$ cat config.mk
export PLATFORM = sky130hd
export DESIGN_NAME = hc595_chain_driver
export DESIGN_NICKNAME = d
export VERILOG_FILES = /design/src/rtl/hc595_chain_driver_pkg.sv /design/src/rtl/hc595_chain_driver_phase_timer.sv /design/src/rtl/hc595_chain_driver.sv
export SDC_FILE = /design/constraint.sdc
export NUM_CORES = 1
export LEC_CHECK = 0
export BUFFER_PORTS_ARGS = -buffer_cell sky130_fd_sc_hd__buf_2
export CAP_MARGIN = 20
export CORE_UTILIZATION = 35
export CTS_BUF_LIST = sky130_fd_sc_hd__clkbuf_2 sky130_fd_sc_hd__clkbuf_4 sky130_fd_sc_hd__clkbuf_8
export DETAILED_ROUTE_END_ITERATION = 12
export RECOVER_POWER = 50
export SETUP_SLACK_MARGIN = 0.4
export SLEW_MARGIN = 20
export SYNTH_ARGS = -nofsm -noshare
export SYNTH_HDL_FRONTEND = slang
export SYNTH_SLANG_ARGS = --single-unit
$ cat constraint.sdc
create_clock -name clk_i -period 2.7 [get_ports clk_i]
set_clock_uncertainty 0.2 [all_clocks]
set_input_delay 0.27 -clock clk_i [delete_from_list [all_inputs] [get_ports clk_i]]
set_output_delay 0.27 -clock clk_i [all_outputs]
set_load 0.005 [all_outputs]
$ cat src/rtl/hc595_chain_driver_pkg.sv
// Shared definitions for the 74HC595 chain driver of the 4x7-segment clock.
//   state_e      : driver FSM states, also exported on the debug state port
//   BITS_PER_595 : bits held by one 74HC595 in the chain
package hc595_chain_driver_pkg;

    localparam int BITS_PER_595 = 8;

    typedef enum logic [1:0] {
        IDLE     = 2'd0,
        SHIFT_LO = 2'd1,
        SHIFT_HI = 2'd2,
        LATCH    = 2'd3
    } state_e;

endpackage

$ cat src/rtl/hc595_chain_driver_phase_timer.sv
// Phase timer for the 74HC595 chain driver. Every SCLK low, SCLK high and
// LATCH phase lasts SCLK_DIV+1 clock cycles; this counter measures them.
//   clk_i       : system clock
//   rst_ni      : asynchronous active-low reset
//   load_i      : restart the phase (counter back to 0 on the next edge)
//   phase_end_o : high in the last cycle of the current phase
module hc595_phase_timer #(
    parameter int SCLK_DIV = 0
) (
    input  logic clk_i,
    input  logic rst_ni,
    input  logic load_i,
    output logic phase_end_o
);

    // At least one bit so SCLK_DIV=0 still has a legal counter.
    localparam int CNT_W = ($clog2(SCLK_DIV + 1) > 0) ? $clog2(SCLK_DIV + 1) : 1;
    localparam logic [CNT_W-1:0] CNT_LAST = CNT_W'(SCLK_DIV);
    localparam logic [CNT_W-1:0] CNT_ONE  = CNT_W'(1);

    logic [CNT_W-1:0] cnt;

    always_ff @(posedge clk_i or negedge rst_ni) begin
        if (!rst_ni) begin
            cnt <= '0;
        end else if (load_i) begin
            cnt <= '0;
        end else begin
            cnt <= cnt + CNT_ONE;
        end
    end

    assign phase_end_o = (cnt == CNT_LAST);

endmodule

$ cat src/rtl/hc595_chain_driver.sv
// Serial output stage of the 4x7-segment clock: shifts an N = 8*NUM_ICS bit
// word into a chain of 74HC595s and then pulses RCLK to present it.
//
// Handshake: trigger_i is a level request sampled only while idle. The edge
// that sees trigger_i=1 in IDLE accepts the request, captures data_i and
// raises busy_o; trigger_i and data_i are ignored while busy_o=1. done_o
// pulses for one cycle in the first idle cycle after the latch pulse, and a
// request seen in that cycle is accepted (back-to-back frames).
//
//   clk_i      : system clock
//   rst_ni     : asynchronous active-low reset
//   trigger_i  : transmit request
//   data_i     : word to transmit (captured on the accepting edge)
//   busy_o     : transfer in progress
//   done_o     : one-cycle completion pulse
//   sclk_o     : 595 SRCLK
//   data_o     : 595 SER
//   latch_en_o : 595 RCLK
//   state_o    : current FSM state (debug)
module hc595_chain_driver
    import hc595_chain_driver_pkg::*;
#(
    parameter int NUM_ICS   = 2,
    parameter int SCLK_DIV  = 0,
    parameter bit MSB_FIRST = 1'b1
) (
    input  logic                            clk_i,
    input  logic                            rst_ni,
    input  logic                            trigger_i,
    input  logic [BITS_PER_595*NUM_ICS-1:0] data_i,
    output logic                            busy_o,
    output logic                            done_o,
    output logic                            sclk_o,
    output logic                            data_o,
    output logic                            latch_en_o,
    output state_e                          state_o
);

    localparam int N     = BITS_PER_595 * NUM_ICS;
    localparam int BIT_W = $clog2(N);
    localparam logic [BIT_W-1:0] LAST_BIT = BIT_W'(N - 1);
    localparam logic [BIT_W-1:0] BIT_ONE  = BIT_W'(1);

    state_e           state;
    logic [N-1:0]     shadow;
    logic [N-1:0]     shadow_nxt;
    logic [BIT_W-1:0] bit_cnt;
    logic             phase_end;
    logic             timer_load;

    // The bit on SER is always the leading end of the shadow register;
    // advancing to the next bit shifts that end out.
    function automatic logic lead_bit(input logic [N-1:0] w);
        return MSB_FIRST ? w[N-1] : w[0];
    endfunction

    always_comb begin
        shadow_nxt = shadow;
        if (MSB_FIRST) begin
            shadow_nxt = {shadow[N-2:0], 1'b0};
        end else begin
            shadow_nxt = {1'b0, shadow[N-1:1]};
        end
    end

    // Held in reset while idle so the first phase starts from 0 on accept;
    // otherwise restarted at the end of every phase, i.e. on each transition.
    assign timer_load = (state == IDLE) || phase_end;

    hc595_phase_timer #(
        .SCLK_DIV(SCLK_DIV)
    ) u_phase_timer (
        .clk_i      (clk_i),
        .rst_ni     (rst_ni),
        .load_i     (timer_load),
        .phase_end_o(phase_end)
    );

    always_ff @(posedge clk_i or negedge rst_ni) begin
        if (!rst_ni) begin
            state      <= IDLE;
            shadow     <= '0;
            bit_cnt    <= '0;
            busy_o     <= 1'b0;
            done_o     <= 1'b0;
            sclk_o     <= 1'b0;
            data_o     <= 1'b0;
            latch_en_o <= 1'b0;
        end else begin
            done_o <= 1'b0;
            case (state)
                IDLE: begin
                    sclk_o     <= 1'b0;
                    latch_en_o <= 1'b0;
                    data_o     <= 1'b0;
                    if (trigger_i) begin
                        shadow  <= data_i;
                        bit_cnt <= '0;
                        busy_o  <= 1'b1;
                        data_o  <= lead_bit(data_i);
                        state   <= SHIFT_LO;
                    end
                end
                SHIFT_LO: begin
                    if (phase_end) begin
                        sclk_o <= 1'b1;
                        state  <= SHIFT_HI;
                    end
                end
                SHIFT_HI: begin
                    if (phase_end) begin
                        sclk_o <= 1'b0;
                        if (bit_cnt != LAST_BIT) begin
                            // New bit appears with the falling edge, giving a
                            // full phase of setup and hold around each rise.
                            bit_cnt <= bit_cnt + BIT_ONE;
                            shadow  <= shadow_nxt;
                            data_o  <= lead_bit(shadow_nxt);
                            state   <= SHIFT_LO;
                        end else begin
                            latch_en_o <= 1'b1;
                            state      <= LATCH;
                        end
                    end
                end
                LATCH: begin
                    if (phase_end) begin
                        latch_en_o <= 1'b0;
                        data_o     <= 1'b0;
                        busy_o     <= 1'b0;
                        done_o     <= 1'b1;
                        state      <= IDLE;
                    end
                end
                default: begin
                    state <= IDLE;
                end
            endcase
        end
    end

    assign state_o = state;

endmodule

==> results of run 1 <==
## cell type report
class                           instances  area (um2)
Fill cell                             386        2250
Clock inverter                          1        5.00
Sequential cell                        27         676
Inverter                                9        33.8
Tap cell                               50        62.6
Clock buffer                            3        41.3
Multi-Input combinational cell         77         727
Timing Repair Buffer                   32         203
## final timing paths
path,start,end,slack [ps],cells after the start
worst max-delay path,state_o[1]$_DFFE_PN0P_,shadow[7]$_DFFE_PN0P_,520,6
worst min-delay path,data_i[0],shadow[0]$_DFFE_PN0P_,40,2
worst max register to register,state_o[1]$_DFFE_PN0P_,shadow[7]$_DFFE_PN0P_,520,6
worst min register to register,shadow[0]$_DFFE_PN0P_,shadow[0]$_DFFE_PN0P_,300,1
max in group asynchronous,rst_ni,data_o$_DFFE_PN0P_,770,2
min in group asynchronous,rst_ni,shadow[0]$_DFFE_PN0P_,680,2
## per-layer routing
| layer | global-route usage, % | share of wire [%] | vias to the layer above |
|---|---|---|---|
| li1 | - | - | 483 |
| met3 | 4.28 | 4.7 | 2 |
| met4 | 3.99 | 0.67 | 0 |
| met2 | 24.7 | 50 | 25 |
| met5 | 0 | 0 | - |
| met1 | 18.5 | 45 | 496 |
## worst max-delay path: cells and delay by family, from the launching register on
| family | cells | cell delay, ps |
|---|---|---|
| muxes | 2 | 690 |
| buffers and inverters | 2 | 310 |
| DFF | 1 | 460 |
| and+or+nand+nor | 1 | 120 |
| adders and majority gates | 1 | 290 |
## timing repair
| action | 4_1_cts | 5_1_grt |
|---|---|---|
| endpoints found under the hold margin | 27 | 0 |
| buffers inserted | 3 | 2 |
| gates resized for setup | 1 | 0 |
| gates cloned | 0 | 0 |
| hold buffers | 1 | 0 |
| pin swaps | 1 | 1 |
| setup endpoints to repair | 15 | 2 |
## flip-flops by register name (all words and copies together) (netlist names)
name / flops
bit_cnt: 4
busy_o: 1
data_o: 1
done_o: 1
latch_en_o: 1
sclk_o: 1
shadow: 15
state_o: 2
u_phase_timer.cnt: 1
## kinds of logic (layout without fill, tap and decap cells)
kind of cell | after synthesis | after routing | synth area share, %
compound gates | 21 | 21 | 10.2
fa+ha+maj | 7 | 7 | 6.01
buf+inv | 12 | 45 | 3.95
flops | 27 | 27 | 46.4
mux | 32 | 32 | 27.0
other cells | 1 | 1 | 0.257
simple gates | 16 | 16 | 6.27
## power by group through the flow
stage | logic, mW | clock network, mW | registers (mW)
floorplan | 0.715 | 0 | 0.661
global placement | 0.841 | 0 | 0.677
detailed placement | 0.872 | 0 | 0.689
CTS | 0.965 | 0.245 | 0.683
global route | 1.04 | 0.255 | 0.705
finish | 0.956 | 0.231 | 0.681
## Yosys cell counts (all sizes together)
cell,n,area (um2)
or2b,1,7.51
a31oi,4,25.0
ha,7,87.6
o211ai,1,7.51
nand3,2,22.5
a32o,2,20.0
inv,9,33.8
o22a,1,8.76
nand4,1,6.26
a221oi,1,8.76
and2,1,6.26
a41o,1,10.0
mux2i,1,10.0
mux2,31,383
buf,3,23.8
nor2,5,18.8
nor2b,2,12.5
and3,1,6.26
a31o,1,8.76
o2bb2ai,1,8.76
conb,1,3.75
a311oi,1,8.76
o21ai,3,15.0
nand2,3,11.3
o31ai,1,7.51
dfrtp,27,676
a21oi,4,20.0
==> impl_results.md, run 1 <==
- DRT Pass-1 Iters: 4
- Slowest CP cell: dfrtp_1
- Clock share of power: 12.4%
- Worst-Skew Late Latency: 270 ps
- Syn Nets: 142
- Post-synth cell types: 31
- Tmin final: 2180 ps
- DR DRC count: 0
- Die footprint: 0.00443 mm2
- Largest stage delay, worst path: 460 ps
- Number of global-route vias before repair: 1020
- Via count: 1006
- Run status: completed
- WHS: 43.9 ps
- Share of power burned in registers: 36.5%
- Total net switching power: 0.631 mW
- RePlAce Congestion: 0.783
- Core Util, Final: 43.7%
- Fin. max-slew vios: 0
- Placed Cells: 189
- Maximum clock path buffer count: 2
- Area Overhead vs Synth: 19.9%
- Most frequent cells in the layout: dfrtp_1 (27), buf_2 (23), mux2_2 (22)
- CP Max Fanout: 8
- Share of layout cells above drive strength 1: 45.0%
- VDD IR-drop max: 0.446 mV
- Avg Vias per Cell: 5.06
- # diodes: 0
- Total clock sinks: 27
- Max cap viols: 0
- P_int: 1.24 mW
- Setup TNS: 0 ps
- Achievable Freq: 459 MHz
- Post-placement setup slack: 318 ps
- Worst EP required: 2670 ps
- Final setup fails: 0
- GRT Total Usage: 14.8%
- Critical path cell sequence: inv_1 -> ha_1 -> mux2_4 -> nand3_4 -> buf_12 -> mux2_2
- Most common cell after layout, fill and taps aside: dfrtp_1
- Io pins: 26
- Nets: 176
- Sw Ratio: 33.8%
- Post-Layout Cell Count: 199
- Number of buffers added on ports: 25
- Clk pin slew, worst setup/hold paths: 90 ps
- Pwr Density: 1070 mW/mm2
- Clk root buf: clkbuf_8
- DP Wirelength: 1990 um
- Pin count of the biggest net entering global routing: 28
- Global-route wire length before repair: 4830 um
- Slew margin rel.: 1.54%
- Total Power: 1.87 mW
- Comb power frac: 51.2%
- WL final: 2820 um
- Final worst path period share: 80.7%
- RSZ-0062 raised after global routing: false
- Pleak: 0.836 nW
- Row Count: 23
- Antenna viol nets, final: 0
- Fin area: 0.00175 mm2
- Remaining Overflow, GRT: 0
- Initial antenna violation count: 0
- Htree depth: 1
- CTS buffer count: 3
- Final WS setup: 522 ps
- Placeable Area: 0.00400 mm2
- Initial Util: 36.4%
- CTS tree: done
- Syn. warnings: 0
- Hold Path Class: in2reg
- Mapped Avg Cell Area: 12.6 um2
- CP Launch Type: flop
- Crit path DAT: 2150 ps
- Seq cells post-synth: 27
- Post-Syn Instances: 116
- Die height: 66.5 um
- Placed Instance Area: 0.00163 mm2
- Post-synthesis cell area: 0.00146 mm2
- Avg WL per Cell: 14.2 um
- Seq/Total Area, Yosys: 46.4%
- Chip Width: 66.5 um
- CP Class: reg2reg
- Setup crit end kind: flop
- Final Hold Viols: 0
- Pin slew with the least headroom to its limit: 1480 ps
- Number of DRC violations after detailed-routing iteration 0: 22
Power figures use the tool's default switching activity.
==> inputs of run 2 (changes only) <==
==> constraint.sdc (replaced) <==
create_clock -name clk_i -period 2.2 [get_ports clk_i]
set_clock_uncertainty 0.2 [all_clocks]
set_input_delay 0.22 -clock clk_i [delete_from_list [all_inputs] [get_ports clk_i]]
set_output_delay 0.22 -clock clk_i [all_outputs]
set_load 0.005 [all_outputs]
==> impl_results.md, run 2 (synthesis gave the netlist of run 1 again) <==
- Max cap viols: 0
- Achievable Freq: 536 MHz
- Critical path's most frequent cell: mux2_4
- Total clock sinks: 27
- Sw Ratio: 33.0%
- Fill count: 356
- Row Count: 23
- Total net switching power: 0.856 mW
- Nets: 185
- Largest stage delay, worst path: 440 ps
- Avg Vias per Cell: 5.10
- Tmin final: 1870 ps
- # diodes: 0
- CTS tree: done
- Final setup fails: 0
- Initial Util: 36.4%
- CP Max Fanout: 8
- DR DRC count: 0
- Crit path DAT: 1820 ps
- Total Power: 2.59 mW
- Pleak: 0.913 nW
- Number of DRC violations after detailed-routing iteration 0: 37
- Clk root buf: clkbuf_8
- Largest register by flop count: shadow
- Die footprint: 0.00443 mm2
- Most common cell after layout, fill and taps aside: dfrtp_1
- Placeable Area: 0.00400 mm2
- Slew margin rel.: 55.5%
- Run status: completed
- Most frequent cells in the layout: dfrtp_1 (25), buf_2 (22), mux2_4 (16)
- Placed Cells: 192
- Share of power burned in registers: 32.1%
- Chip Width: 66.5 um
- Maximum clock path buffer count: 2
- Number of global-route vias before repair: 1046
- VDD IR-drop max: 0.502 mV
- Via count: 1061
- RePlAce Congestion: 0.848
- Slowest CP cell: dfrtp_2
- RSZ-0062 raised after global routing: true
- Setup crit end kind: flop
- Avg WL per Cell: 14.1 um
- Final worst path period share: 84.9%
- DP Wirelength: 2010 um
- Worst-Skew Late Latency: 260 ps
- CP Launch Type: flop
- Pin count of the biggest net entering global routing: 28
- Hold Path Class: in2reg
- DRT Pass-1 Iters: 4
- Share of layout cells above drive strength 1: 53.8%
- Io pins: 26
- Fin. max-slew vios: 0
- Number of flip-flops in the largest register: 15
- Global-route wire length before repair: 4800 um
- GRT Total Usage: 14.4%
- Setup TNS: 0 ps
- Pin slew with the least headroom to its limit: 668 ps
- Number of buffers added on ports: 25
- Worst EP required: 2160 ps
- Comb power frac: 56.9%
- Die height: 66.5 um
- Final Hold Viols: 0
- CP Class: reg2reg
- Htree depth: 1
- Post-Layout Cell Count: 208
- Antenna viol nets, final: 0
- Initial antenna violation count: 0
- Pwr Density: 1360 mW/mm2
- WL final: 2930 um
- Clk pin slew, worst setup/hold paths: 90 ps
- Area Overhead vs Synth: 30.4%
- CTS buffer count: 3
- Clock share of power: 11.0%
- Remaining Overflow, GRT: 0
- Critical path cell sequence: inv_2 -> ha_4 -> mux2_4 -> nand3_4 -> buf_12 -> mux2_4
- P_int: 1.74 mW
## run 2: cell types whose count changed in the layout (fill, tap and decap cells not counted), sizes merged
cell	before	now
dlygate4sd3	1	2
clkbuf	5	7
buf	29	36
clkinv	1	0
## run 2: layer usage
layer | vias up | routed length, um | GRT usage [%]
li1 | 504 | - | -
met5 | - | 0 | 0
met4 | 0 | 27 | 4.52
met1 | 530 | 1290 | 19.8
met3 | 4 | 103 | 2.91
met2 | 23 | 1510 | 22.7
## run 2: layout make-up
| class | count | area [um2] | area share [%] |
|---|---|---|---|
| multi-input cells | 77 | 795 | 41.8 |
| clock buffers | 4 | 48.8 | 2.57 |
| well taps | 50 | 62.6 | 3.29 |
| inverters | 9 | 36.3 | 1.91 |
| flip-flops and latches | 27 | 678 | 35.7 |
| repair buffers | 41 | 280 | 14.7 |
## run 2: power groups by stage
stage / Clock [mW] / Sequential, mW / Combinational [mW]
after floorplan: 0 / 0.816 / 0.923
after global placement: 0 / 0.835 / 1.08
after detailed placement: 0 / 0.851 / 1.12
after CTS: 0.302 / 0.833 / 1.44
after global routing: 0.322 / 0.863 / 1.59
final: 0.285 / 0.833 / 1.48
## run 2: worst paths after layout
check / slack, ps / startpoint / cells after the start / end
setup reg to reg: 330 / state_o[1]$_DFFE_PN0P_ / 6 / shadow[11]$_DFFE_PN0P_
min in group asynchronous: 310 / rst_ni / 2 / shadow[1]$_DFFE_PN0P_
setup / recovery: 330 / state_o[1]$_DFFE_PN0P_ / 6 / shadow[11]$_DFFE_PN0P_
hold reg to reg: 310 / latch_en_o$_DFFE_PN0P_ / 1 / latch_en_o$_DFFE_PN0P_
hold / removal: 110 / data_i[8] / 3 / shadow[8]$_DFFE_PN0P_
max in group asynchronous: 1020 / rst_ni / 2 / state_o[1]$_DFFE_PN0P_
## run 2: critical path, delay by kind of cell (launching register included)
kind	cells	cell delay [ps]
adders and majority gates	1	140
and+or+nand+nor	1	130
buffers and inverters	2	230
muxes	2	610
DFF	1	440
## run 2: repair_timing
item | CTS | global route
endpoints found under the setup margin | 19 | 20
endpoints found under the hold margin | 28 | 0
setup buffers | 10 | 0
hold buffers | 2 | 0
pin swaps | 2 | 2
gates resized for setup | 14 | 3
## run 2: stage by stage
step	util (%)	hold WS [ps]	setup slack [ps]	instance area, um2
global route	47.5	103	283	1900
detailed placement	41.7	63.7	162	1670
global placement	41.7	55.8	229	1670
finish	47.5	107	333	1900
floorplan	-	-276	276	1480
CTS	47.1	101	339	1880
==> inputs of run 3 (changes only) <==
--- a/config.mk
+++ b/config.mk
@@ -5,6 +5,7 @@
 export SDC_FILE = /design/constraint.sdc
 export NUM_CORES = 1
 export LEC_CHECK = 0
+export ABC_AREA = 1
 export BUFFER_PORTS_ARGS = -buffer_cell sky130_fd_sc_hd__buf_2
 export CAP_MARGIN = 20
 export CORE_UTILIZATION = 35
==> constraint.sdc (replaced) <==
create_clock -name clk_i -period 1.52 [get_ports clk_i]
set_clock_uncertainty 0.2 [all_clocks]
set_input_delay 0.152 -clock clk_i [delete_from_list [all_inputs] [get_ports clk_i]]
set_output_delay 0.152 -clock clk_i [all_outputs]
set_load 0.005 [all_outputs]
==> impl_results.md, run 3 <==
- Setup TNS: -2100 ps
- Synth area leaders: dfrtp_1 (46%), nand2_1 (31%), ha_1 (6.0%), inv_1 (2.3%), o21ai_0 (2.0%)
- Achievable Freq: 605 MHz
- Post-synth cell types: 22
- CP Max Fanout: 5
- Total Power: 4.36 mW
- Pin slew with the least headroom to its limit: 685 ps
- Die footprint: 0.00445 mm2
- Pleak: 1.27 nW
- Most common cell after layout, fill and taps aside: nand2_1
- Max cap viols: 0
- CTS buffer count: 3
- Pin count of the biggest net entering global routing: 28
- DRT Pass-1 Iters: 4
- Initial Util: 36.6%
- Antenna viol nets, final: 0
- CP Launch Type: flop
- Die height: 66.7 um
- Remaining Overflow, GRT: 0
- Comb power frac: 62.7%
- Seq/Total Area, Yosys: 46.1%
- Cell with the most instances after synthesis: nand2_1
- Io pins: 26
- Worst Hold Endpoint: data_o$_DFFE_PN0P_
- Hold Path Class: in2reg
- Hold path start: data_i[15]
- Largest register by flop count: shadow
- WL final: 3700 um
- Critical path cell sequence: inv_2 -> ha_4 -> nand2_4 -> nand2_2 -> nor2_4 -> buf_12 -> nand2_4 -> nand2_1 -> nand2_1
- Share of layout cells above drive strength 1: 38.3%
- Mapped Avg Cell Area: 7.33 um2
- Most common library cells after synthesis: nand2_1 (120), dfrtp_1 (27), inv_1 (9), nor2_1 (8), ha_1 (7)
- Placeable Area: 0.00400 mm2
- VDD IR-drop max: 0.671 mV
- Number of flip-flops in the largest register: 15
- Worst EP required: 1500 ps
- Final Hold Viols: 0
- Syn Nets: 226
- Avg Vias per Cell: 4.50
- Global-route wire length before repair: 6090 um
- RR Endpoint: bit_cnt[2]$_DFFE_PN0P_
- GRT Total Usage: 18.5%
- Post-placement setup slack: -142 ps
- Hold Crit Depth: 5
- Worst-Skew Late Latency: 280 ps
- Sw Ratio: 42.8%
- Core Util, Final: 59.2%
- RSZ-0062 raised after global routing: true
- Share of power burned in registers: 27.5%
- Post-Syn Instances: 200
- Fin. max-slew vios: 0
- Clk pin slew, worst setup/hold paths: 100 ps
- Syn. warnings: 0
- Post-synthesis cell area: 0.00147 mm2
- Via count: 1457
- Total net switching power: 1.87 mW
- Seq cells post-synth: 27
- Slowest CP cell: dfrtp_2
- Initial antenna violation count: 0
- R2R Path Start: state_o[1]$_DFFE_PN0P_
- Largest area contributor in the netlist: dfrtp_1
- Tmin final: 1650 ps
- Row Count: 23
- Final WS setup: -133 ps
- Post-synth EDFFs: 0
- Number of global-route vias before repair: 1361
- Primary FF master, synth: dfrtp_1
- Largest stage delay, worst path: 460 ps
- Area Overhead vs Synth: 61.7%
- Run status: finished, violations left
- R2r worst-path depth: 9
- Failing checks: setup timing
- DP Wirelength: 2220 um
- Htree depth: 1
- Post-synth ARST share: 100%
- Number of buffers added on ports: 25
- Chip Width: 66.7 um
- Clock share of power: 9.8%
- Final worst path period share: 109%
- Most frequent cells in the layout: nand2_1 (108), dfrtp_1 (25), buf_2 (24)
- Reg2Reg Setup Slack: -130 ps
- CTS tree: done
- CP Class: reg2reg
- Clk root buf: clkbuf_8
- RePlAce Congestion: 0.751
- P_int: 2.49 mW
- WHS: 37.3 ps
- Crit path DAT: 1630 ps
- Avg WL per Cell: 11.4 um
- Total clock sinks: 27
- Setup crit end kind: flop
- # diodes: 0
- Final setup fails: 23
- Number of DRC violations after detailed-routing iteration 0: 49
- Pwr Density: 1840 mW/mm2
- Slew margin rel.: 54.4%
- Share of the synthesized area in the top cell type: 46.1%
- Maximum clock path buffer count: 2
- Nets: 301
- DR DRC count: 0
## run 3: cell type report
type,count,area [um2]
clock inverters,1,7.51
clock buffers,3,41.3
fillers,352,1630
flip-flops and latches,27,678
multi-input cells,160,937
inverters,11,55.1
repair buffers,72,588
well taps,50,62.6
## run 3: worst max path at each step
stage	endpoint	slack, ps	startpoint	depth (start not counted)
floorplan	bit_cnt[3]$_DFFE_PN0P_	-150	state_o[0]$_DFFE_PN0P_	10
global route	bit_cnt[2]$_DFFE_PN0P_	-200	state_o[1]$_DFFE_PN0P_	9
finish	bit_cnt[2]$_DFFE_PN0P_	-130	state_o[1]$_DFFE_PN0P_	9
CTS	state_o[1]$_DFFE_PN0P_	-100	state_o[0]$_DFFE_PN0P_	9
global placement	shadow[2]$_DFFE_PN0P_	-90	state_o[1]$_DFFE_PN0P_	8
detailed placement	shadow[6]$_DFFE_PN0P_	-140	state_o[1]$_DFFE_PN0P_	8
## run 3: cell families after synthesis
logic type,share of synthesized area (%)
and+or+nand+nor,39.3
DFF,46.1
buffers and inverters,5.46
AOI/OAI and AO/OA,2.90
adders and majority gates,5.98
other,0.256
## run 3: repair_timing
item	in CTS	in global routing
endpoints found under the setup margin	33	33
hold buffers	16	0
cloned	3	0
endpoints found under the hold margin	42	0
pin swaps	8	12
setup buffers	9	2
gates resized for setup	20	34
## run 3: stage by stage
step | instances | area (um2)
4_1_cts | 322 | 2230
2_1_floorplan | 200 | 1550
6_report | 324 | 2370
3_3_place_gp | 290 | 1860
3_5_place_dp | 290 | 1860
5_1_grt | 324 | 2370
## run 3: critical path: cells and delay by family (launching register included)
kind          cells  cell delay, ps
fa+ha+maj         1             180
flops             1             460
simple gates      6             480
buf+inv           2             230
## run 3: layer usage
metal	up-vias	GRT usage [%]	wire (um)
li1	762	-	-
met4	0	7.18	48
met3	4	2.23	126
met1	661	23.7	1700
met2	30	31.2	1830
met5	-	0	0
## run 3: power groups by stage
| stage | registers, mW | logic [mW] | clock network [mW] |
|---|---|---|---|
| 2_1_floorplan | 1.20 | 1.29 | 0 |
| 3_3_place_gp | 1.20 | 1.92 | 0 |
| 3_5_place_dp | 1.19 | 1.96 | 0 |
| 4_1_cts | 1.18 | 2.42 | 0.440 |
| 5_1_grt | 1.24 | 3.03 | 0.462 |
| 6_report | 1.20 | 2.73 | 0.428 |
